<file path="src/rtl/usb_rx_nrzi_unstuff.sv">
// USB receive front end: NRZI decode, bit-unstuffing with violation flag, LSB-first byte assembly.
// All outputs are registered, 1 cycle after the strobe; there is no backpressure, one bit is accepted per strobe.
module usb_rx_nrzi_unstuff (
  input  logic       clk,
  input  logic       n_rst,
  input  logic       d_plus_sync,
  input  logic       shift_enable,
  input  logic       init,
  output logic       d_unstuffed,
  output logic       final_enable,
  output logic       stuff_err,
  output logic [7:0] rx_byte,
  output logic       byte_ready
);

  logic       prev_line_q, prev_line_d;
  logic [2:0] ones_cnt_q, ones_cnt_d;
  logic [2:0] bit_cnt_q, bit_cnt_d;
  logic [7:0] shreg_q, shreg_d;
  logic [7:0] rx_byte_q, rx_byte_d;
  logic       dout_q, dout_d;
  logic       fe_q, fe_d;
  logic       br_q, br_d;
  logic       err_q, err_d;
  logic       bit_w;

  // No line transition decodes as 1, a transition as 0.
  assign bit_w = ~(d_plus_sync ^ prev_line_q);

  always_comb begin
    prev_line_d = prev_line_q;
    ones_cnt_d  = ones_cnt_q;
    bit_cnt_d   = bit_cnt_q;
    shreg_d     = shreg_q;
    rx_byte_d   = rx_byte_q;
    dout_d      = dout_q;
    err_d       = err_q;
    fe_d        = 1'b0;
    br_d        = 1'b0;

    if (shift_enable) begin
      prev_line_d = d_plus_sync;
    end

    if (init) begin
      ones_cnt_d = 3'd0;
      bit_cnt_d  = 3'd0;
      shreg_d    = 8'h00;
      err_d      = 1'b0;
    end else if (shift_enable) begin
      if (ones_cnt_q == 3'd6) begin
        // Seventh bit after six ones is a stuff bit; a 1 here is a violation.
        ones_cnt_d = 3'd0;
        if (bit_w) begin
          err_d = 1'b1;
        end
      end else begin
        fe_d       = 1'b1;
        dout_d     = bit_w;
        ones_cnt_d = bit_w ? ones_cnt_q + 3'd1 : 3'd0;
        shreg_d    = {bit_w, shreg_q[7:1]};
        bit_cnt_d  = bit_cnt_q + 3'd1;
        if (bit_cnt_q == 3'd7) begin
          rx_byte_d = {bit_w, shreg_q[7:1]};
          br_d      = 1'b1;
        end
      end
    end
  end

  always_ff @(posedge clk or negedge n_rst) begin
    if (!n_rst) begin
      prev_line_q <= 1'b1;
      ones_cnt_q  <= 3'd0;
      bit_cnt_q   <= 3'd0;
      shreg_q     <= 8'h00;
      rx_byte_q   <= 8'h00;
      dout_q      <= 1'b0;
      fe_q        <= 1'b0;
      br_q        <= 1'b0;
      err_q       <= 1'b0;
    end else begin
      prev_line_q <= prev_line_d;
      ones_cnt_q  <= ones_cnt_d;
      bit_cnt_q   <= bit_cnt_d;
      shreg_q     <= shreg_d;
      rx_byte_q   <= rx_byte_d;
      dout_q      <= dout_d;
      fe_q        <= fe_d;
      br_q        <= br_d;
      err_q       <= err_d;
    end
  end

  assign d_unstuffed  = dout_q;
  assign final_enable = fe_q;
  assign stuff_err    = err_q;
  assign rx_byte      = rx_byte_q;
  assign byte_ready   = br_q;

endmodule
</file>
<file path="config.mk">
export PLATFORM = sky130hd
export DESIGN_NAME = usb_rx_nrzi_unstuff
export DESIGN_NICKNAME = d
export VERILOG_FILES = /design/src/rtl/usb_rx_nrzi_unstuff.sv
export SDC_FILE = /design/constraint.sdc
export NUM_CORES = 1
export LEC_CHECK = 0
export ABC_AREA = 1
export ABC_CLOCK_PERIOD_IN_PS = 1200
export BUFFER_PORTS_ARGS = -buffer_cell sky130_fd_sc_hd__buf_2
export CAP_MARGIN = 40
export CELL_PAD_IN_SITES_DETAIL_PLACEMENT = 1
export CELL_PAD_IN_SITES_GLOBAL_PLACEMENT = 1
export CORE_AREA = 3 3 61 63
export CTS_CLUSTER_SIZE = 24
export DETAILED_ROUTE_END_ITERATION = 16
export DIE_AREA = 0 0 64 66
export PLACE_DENSITY = 0.69
export SYNTH_ARGS = -nofsm -noshare
export SYNTH_HDL_FRONTEND = slang
export SYNTH_SLANG_ARGS = --single-unit
</file>
<file path="constraint.sdc">
create_clock -name clk -period 1.2 [get_ports clk]
set_input_delay 0.06 -clock clk [delete_from_list [all_inputs] [get_ports clk]]
set_output_delay 0.06 -clock clk [all_outputs]
set_load 0.02 [all_outputs]
</file>
After elaboration in Yosys (flattened, before gate mapping)

Index checks and enable logic that the tools add are counted.

Add/subtract/negate cells: 2
Eq/ne operators: 4
Mux-type cells: 21
Bitwise logic cells: 4
Reduce and logical (&&, ||, !) cells: 6

Operators by type and width:

| operator                                                      | count |
|---|---|
| 8-bit two-way mux                                             | 3 |
| 3-bit two-way mux                                             | 7 |
| 1-bit two-way mux                                             | 11 |
| 3-bit by 1-bit adder with 3-bit output, second input constant | 2 |
| 3-bit equality test, second input constant                    | 2 |
| 3-bit AND reduction                                           | 2 |
| 2-bit != test, second input constant                          | 2 |
| 4-bit AND reduction                                           | 1 |
| 2-bit nonzero test                                            | 2 |
| 1-bit inverter                                                | 3 |
| 2-bit AND reduction                                           | 1 |
| 1-bit bitwise XOR                                             | 1 |

Register bits: 27
Input port bits: 5
Output and inout port bits: 12
Word-level logic and storage cells: 46

Longest topological paths before layout

Gate-level depths: netlist of run 1.

Word-level depth: 5
Mapped depth: 8
Gate-level depth less buffers: 7

Worst setup path after synthesis of run 1

Ideal clock, no wire load.

Kind: reg-to-reg
Start point: register ones_cnt_q[0]
End point: register bit_cnt_q[0]
Setup time: 0.119 ns
Data arrival time: 1.115 ns
Required time: 1.081 ns
Slack: -0.034 ns
Stages on the path, launching flop included: 9
Buffers on the path: 2
Clock period less this slack: 1.234 ns
Cells stage by stage: dfrtp_1 inv_1 ha_1 nand2_2 nand2_2 buf_6 buf_8 nand3_1 o21ai_2

Longest elaborated chain between the ends: 3

RTL lines:

| item                          | line | source |
|---|---|---|
| start, declared               | 17   | `logic [2:0] ones_cnt_q, ones_cnt_d;` |
| start signal, assigned        | 84   | `ones_cnt_q <= ones_cnt_d;` |
| 3-bit equality test           | 51   | `if (ones_cnt_q == 3'd6) begin` |
| 2-bit != test (no line)       | n/a  |  |
| 2-bit AND reduction (no line) | n/a  |  |
| end signal, assigned          | 85   | `bit_cnt_q <= bit_cnt_d;` |
| end, declared                 | 18   | `logic [2:0] bit_cnt_q, bit_cnt_d;` |

Every way passes these cells.
A chain may end at the register's enable or synchronous reset.

Final worst setup path of run 1

Start point: register ones_cnt_q[1]
End point: register shreg_q[6]

Longest elaborated chain between the ends: 3

RTL lines:

| item                          | line | source |
|---|---|---|
| 3-bit equality test           | 51   |  |
| 2-bit != test (no line)       | n/a  |  |
| 2-bit AND reduction (no line) | n/a  |  |
| end signal, assigned          | 86   | `shreg_q <= shreg_d;` |
| end, declared                 | 19   | `logic [7:0] shreg_q, shreg_d;` |

Every way passes these cells.

==> results of run 1 <==
==> layout make-up <==
| class | instances | area (µm²) |
|---|---|---|
| Fill cell | 378 | 1650 |
| Sequential cell | 26 | 652 |
| Multi-Input combinational cell | 93 | 561 |
| Timing Repair Buffer | 35 | 288 |
| Tap cell | 46 | 57.6 |
| Clock inverter | 1 | 30.0 |
| Inverter | 7 | 26.3 |
| Clock buffer | 3 | 22.5 |
==> layer usage <==
metal	global-route usage [%]	up-vias	part of all wire (%)
li1	-	482	-
met1	21.3	504	45
met2	28.3	10	52
met3	2.04	2	2.0
met4	4.85	0	0.25
met5	0	-	0
==> sequential cells by signal, indices dropped and copies added, names as in the netlist <==
signal        flops
rx_byte           8
d_unstuffed       1
prev_line_q       1
byte_ready        1
bit_cnt_q         3
shreg_q           7
final_enable      1
ones_cnt_q        3
stuff_err         1
==> worst max-delay path, delay by kind of cell (launching register included) <==
| kind | cells | cell delay, ps |
|---|---|---|
| adders and majority gates | 1 | 190 |
| buffers and inverters | 1 | 140 |
| DFF | 1 | 460 |
| and+or+nand+nor | 5 | 440 |
==> cell families after synthesis <==
group	count (synthesis)	synth area share, %
AOI/OAI and AO/OA	11	5.03
adders and majority gates	4	4.28
buffers and inverters	11	6.10
DFF	26	55.8
and+or+nand+nor	76	28.8
==> placed cells by master, fill, tap and decap left out, types with 2 or more instances in the layout <==
cell type / count
buf_12: 3
buf_2: 16
buf_4: 12
clkbuf_4: 3
dfrtp_1: 25
dlygate4sd3_1: 3
ha_4: 2
inv_1: 6
nand2_1: 49
nand2_2: 4
nand2_4: 2
nand3_1: 8
nand3_2: 5
nor2_1: 4
nor2_4: 2
o21ai_1: 5
o21ai_2: 4
==> worst max path at each step <==
stage	from	endpoint	slack [ps]	cells past startpoint
floorplan	ones_cnt_q[0]	shreg_q[7]	2	8
global placement	ones_cnt_q[0]	d_unstuffed	-110	7
detailed placement	ones_cnt_q[0]	shreg_q[7]	-230	7
CTS	ones_cnt_q[1]	rx_byte[3]	-70	7
global route	ones_cnt_q[1]	rx_byte[3]	-130	7
finish	ones_cnt_q[1]	shreg_q[6]	-70	7
==> metrics by stage <==
| step | utilization, % | TNS, ps | cells | power [mW] | setup WS [ps] |
|---|---|---|---|---|---|
| after floorplan | - | 0 | 128 | 1.02 | 1.64 |
| after global placement | 40.6 | -1210 | 193 | 1.08 | -110 |
| after detailed placement | 40.6 | -2900 | 193 | 1.09 | -229 |
| after CTS | 49.5 | -661 | 210 | 1.79 | -68.4 |
| after global routing | 49.8 | -2140 | 211 | 1.85 | -134 |
| final | 49.8 | -959 | 211 | 1.78 | -71.4 |
==> Yosys cell counts <==
cell / instances / share of area [%]
a21oi_1: 1 / 0.43
buf_4: 1 / 0.64
buf_6: 2 / 1.9
buf_8: 1 / 1.3
dfrtp_1: 25 / 54
dfstp_2: 1 / 2.2
ha_1: 4 / 4.3
inv_1: 7 / 2.2
nand2_1: 52 / 17
nand2_2: 2 / 1.1
nand2_4: 1 / 0.96
nand3_1: 13 / 5.6
nand3b_1: 1 / 0.64
nor2_1: 5 / 1.6
nor2_2: 1 / 0.54
nor2_8: 1 / 1.7
o21ai_0: 9 / 3.9
o21ai_2: 1 / 0.75
==> power by group <==
part           leakage [nW]  switching (mW)  internal [mW]
registers             0.354          0.0177          0.902
clock network        0.0279           0.287          0.338
logic                 0.533           0.133          0.102
==> repair_timing <==
| item | 4_1_cts | 5_1_grt |
|---|---|---|
| gates cloned | 4 | 0 |
| setup buffers | 6 | 2 |
| pin swaps | 14 | 4 |
| hold buffers | 3 | 0 |
| resized for setup | 25 | 5 |
| endpoints found under the hold margin | 27 | 0 |
| setup endpoints to repair | 23 | 23 |
==> flow_summary.toml, run 1 <==
[status]
status = "complete, but fails checks"
violations = "negative setup slack"

[logic_synthesis]
synthesis.nets = 137
synth_seq_area_share_pct = 55.8
yosys_warnings = 0
synth_area_um2 = 1170
netlist-cell-type-count = 18
synth.avg_cell_area_um2 = 9.13
synth-seq-cells = 26
netlist_instances = 128

[clock_tree]
cts.clk_slew.worst_paths_ps = 160
htree_levels = 1
numCtsBuffers = 3
numClockSinks = 26
cts_tree = "yes"
root_buffer = "clkbuf_4"
clkLatencyLatePin_ps = 330
clockBufferDepth = 2

[global_route]
grt_pass1_wl_um = 5310
grt_max_degree = 27
grt-ovfl-total = 0
grt_pass1_vias = 1101
grt_usage_pct = 16.3
antenna_found_initial = 0

[floorplanning]
fp.dieArea_um2 = 4220
io_pins = 17
core-area_um2 = 3280
start_util_pct = 35.6
die_w_um = 64
rows = 21
die_h_um = 66

[route]
vias_per_cell = 4.73
first_pass_iters = 4
wl_um = 3190
route.detailed.drc = 0
drtIter0Drc = 36
ant_nets = 0
routedWlPerCell_um = 15.1
vias = 998

[final_layout]
drive_gt1_share_pct = 37.0
syn2layout_area_growth_pct = 40.0
nets = 175
stdcell_area_um2 = 1640
diodes = 0

[power_and_ir_drop]
p_per_area_nw_per_um2 = 1090
p_leak_nw = 0.915
peakVddDrop_mv = 0.379

[sta]
fmax_ghz = 0.787
fin_crit_ps = 1270
slew-limit-headroom_pct = 59.1
fin_hold_ws_ps = 16.6
slew_viol_final = 0
hold_violations = 0
worst_slack_ps = -71.4
worst_pin_slew_ps = 613
rsz0062_at_grt = "true"
worst_clock_skew_ps = 5.47
fin_crit_sh_pct = 106
setup_viol_count_final = 20

[placed_design]
place.gp.congestion = 0.701
io_buffers = 16
dp_hpwl_um = 1840
placed_cell_area_um2 = 1330

[worst_setup_path]
worstPathRequired_ps = 1480
crit_slowest_cell = "dfrtp_1"
cp_cell_sequence = "ha_4 -> nand2_4 -> nand2_8 -> nor2_4 -> buf_12 -> nand2_1 -> nand2_1"
critPathKind = "reg2reg"
reg2regPathDepth = 7
worst-path-max-fanout = 12
critPathCaptureType = "flop"
rr_startpoint = "ones_cnt_q[1]"
cp.arrival_ps = 1550
rrSetupSlack_ps = -70
start_kind = "flop"
timing.rr.end = "shreg_q[6]"
critPathMaxStageDelay_ps = 460
crit_top_cell = "nand2_1"

[flow_run]
drv_cap = 0

[hold_path]
hold_class = "in2reg"
worstHoldStart = "shift_enable"
whs_path_depth = 2
hold_end = "prev_line_q"
Note: power is estimated with default switching activity, not from simulation.
==> inputs of run 2 (changes only) <==
==> config.mk (replaced) <==
export PLATFORM = sky130hd
export DESIGN_NAME = usb_rx_nrzi_unstuff
export DESIGN_NICKNAME = d
export VERILOG_FILES = /design/src/rtl/usb_rx_nrzi_unstuff.sv
export SDC_FILE = /design/constraint.sdc
export NUM_CORES = 1
export LEC_CHECK = 0
export ABC_CLOCK_PERIOD_IN_PS = 1200
export BUFFER_PORTS_ARGS = -buffer_cell sky130_fd_sc_hd__buf_2
export CAP_MARGIN = 40
export CELL_PAD_IN_SITES_DETAIL_PLACEMENT = 1
export CELL_PAD_IN_SITES_GLOBAL_PLACEMENT = 1
export CORE_AREA = 3 3 56 58
export CTS_CLUSTER_SIZE = 24
export DETAILED_ROUTE_END_ITERATION = 16
export DIE_AREA = 0 0 59 61
export PLACE_DENSITY = 0.7
export SYNTH_ARGS = -nofsm -noshare
export SYNTH_HDL_FRONTEND = slang
export SYNTH_SLANG_ARGS = --single-unit
==> flow_summary.toml, run 2 <==
[power_and_ir_drop]
p_per_area_nw_per_um2 = 1210
peakVddDrop_mv = 0.789
p_leak_nw = 0.749

[final_layout]
fin_util_pct = 53.6
nets = 123
diodes = 0
drive_gt1_share_pct = 52.2
layout.cells.most_common_list = "25 x dfrtp_1, 16 x buf_2, 14 x buf_4"
stdcell_area_um2 = 1450
largest_register_ffs = 8
syn2layout_area_growth_pct = 38.0
mostFrequentLayoutCell = "dfrtp_1"

[worst_setup_path]
reg2regPathDepth = 5
worst-path-max-fanout = 7
critPathCaptureType = "flop"
worstPathRequired_ps = 1430
cp.arrival_ps = 1700
path_delay_family = "flip-flops"
critPathKind = "reg2reg"
rrSetupSlack_ps = -260
crit_slowest_cell = "dfrtp_1"
timing.rr.end = "rx_byte[0]"
rr_startpoint = "ones_cnt_q[1]"
critPathMaxStageDelay_ps = 410
cp_cell_sequence = "ha_2 -> a21boi_4 -> nand3_4 -> inv_4 -> mux2_4"
path_buf_inv = 1
start_kind = "flop"

[logic_synthesis]
async_flop_share_pct = 100
muxShareOfSynthArea_pct = 9.62
synthAdderAreaFrac_pct = 4.75
dominantRegCellSynth = "dfrtp_1"
synthTopCellsByArea = "dfrtp_1 59%, mux2_2 9.6%, a22o_1 7.5%"
synth_area_um2 = 1050
synth_top_area_share_pct = 59.4
yosys_warnings = 0
synth-xor-area-share_pct = 1.66
synth_compound_area_share_pct = 12.5
synth_edf_count = 0
yosys.area_share.simple_pct = 7.01
synth-seq-cells = 26
synth_top_family_by_area = "compound AO/OA/AOI/OAI gates"
yosys-top-cells-count = "25 x dfrtp_1, 9 x a22o_1, 9 x mux2_2"
synth_seq_area_share_pct = 61.9
netlist_instances = 75
synth.avg_cell_area_um2 = 14.0
yosysMostFrequentCell = "dfrtp_1"
yosys.area.top_type = "dfrtp_1"
netlist-cell-type-count = 20
synthesis.nets = 84

[floorplanning]
die_h_um = 61
fp.dieArea_um2 = 3600
start_util_pct = 38.9
rows = 19
core-area_um2 = 2710
io_pins = 17
die_w_um = 59

[clock_tree]
numClockSinks = 26
cts.clk_slew.worst_paths_ps = 140
cts_tree = "yes"
htree_levels = 1
root_buffer = "clkbuf_4"
clkLatencyLatePin_ps = 330
numCtsBuffers = 3
clockBufferDepth = 2

[global_route]
grt-ovfl-total = 0
antenna_found_initial = 0
grt_pass1_vias = 750
grt_max_degree = 27
grt_pass1_wl_um = 3600
grt_usage_pct = 13.6

[route]
wl_um = 2320
vias = 711
ant_nets = 0
drtIter0Drc = 18
route.detailed.drc = 0
vias_per_cell = 4.94
first_pass_iters = 3
routedWlPerCell_um = 16.1

[sta]
slew-limit-headroom_pct = 61.9
slew_viol_final = 0
worst_clock_skew_ps = 3.68
worst_slack_ps = -263
fin_hold_ws_ps = 70.8
fin_crit_ps = 1460
rsz0062_at_grt = "true"
worst_pin_slew_ps = 572
setup_viol_count_final = 24
fmax_ghz = 0.683
fin_crit_sh_pct = 122
hold_violations = 0

[hold_path]
worstHoldStart = "shift_enable"
hold_end = "prev_line_q"
hold_class = "in2reg"
whs_path_depth = 2

[flow_run]
drv_cap = 0

[status]
violations = "negative setup slack"
status = "complete, but fails checks"

[placed_design]
io_buffers = 16
dp_hpwl_um = 1450
place.gp.congestion = 0.700
placed_cell_area_um2 = 1250
[run 2: cell families (layout without fill, tap and decap cells)]
logic type               Yosys count  count (layout)
buffers and inverters              6              44
multiplexers                       9               9
AND/OR/NAND/NOR                   12              12
flip-flops                        26              26
AO/OA/AOI/OAI                     16              16
XOR/XNOR                           2               2
adder cells (fa/ha/maj)            4               4
[run 2: worst max-delay path by stage]
stage / from / to / slack (ps) / cells after the start
after floorplan: ones_cnt_q[0] / rx_byte[0] / -260 / 6
after global placement: ones_cnt_q[0] / rx_byte[0] / -250 / 6
after detailed placement: ones_cnt_q[0] / rx_byte[7] / -270 / 6
after CTS: ones_cnt_q[0] / rx_byte[0] / -260 / 6
after global routing: ones_cnt_q[0] / rx_byte[0] / -340 / 6
final: ones_cnt_q[1] / rx_byte[0] / -260 / 5
[run 2: timing repair]
action / in CTS / in global routing
hold endpoints to repair: 29 / 0
pin swaps: 2 / 4
setup buffers: 2 / 3
endpoints found under the setup margin: 24 / 25
hold buffers: 4 / 0
gates resized for setup: 9 / 9
[run 2: stage by stage]
stage	power, mW	worst slack (ps)	TNS [ps]	cells
global placement	1.10	-250	-3770	131
floorplan	1.01	-260	-3230	75
global route	1.84	-342	-6360	144
finish	1.76	-263	-4410	144
CTS	1.74	-260	-4170	141
detailed placement	1.10	-273	-4220	131
[run 2: per-layer routing]
layer / global-route usage (%) / part of all wire [%] / wire length, µm / up-vias
li1: - / - / - / 346
met1: 18.1 / 47 / 1090 / 345
met2: 21.3 / 48 / 1120 / 16
met3: 1.49 / 2.5 / 59 / 4
met4: 8.74 / 2.2 / 52 / 0
met5: 0 / 0 / 0 / -
[run 2: area by class of cell]
class                           count  area [µm²]
Sequential cell                    26         652
Timing Repair Buffer               36         251
Clock inverter                      1        30.0
Tap cell                           31        38.8
Fill cell                         270        1260
Multi-Input combinational cell     43         442
Clock buffer                        3        22.5
Inverter                            4        17.5
[run 2: where the power goes]
| part | internal (mW) | switching, mW | total (mW) |
|---|---|---|---|
| Combinational | 0.114 | 0.112 | 0.227 |
| Clock | 0.338 | 0.273 | 0.611 |
| Sequential | 0.907 | 0.0201 | 0.927 |
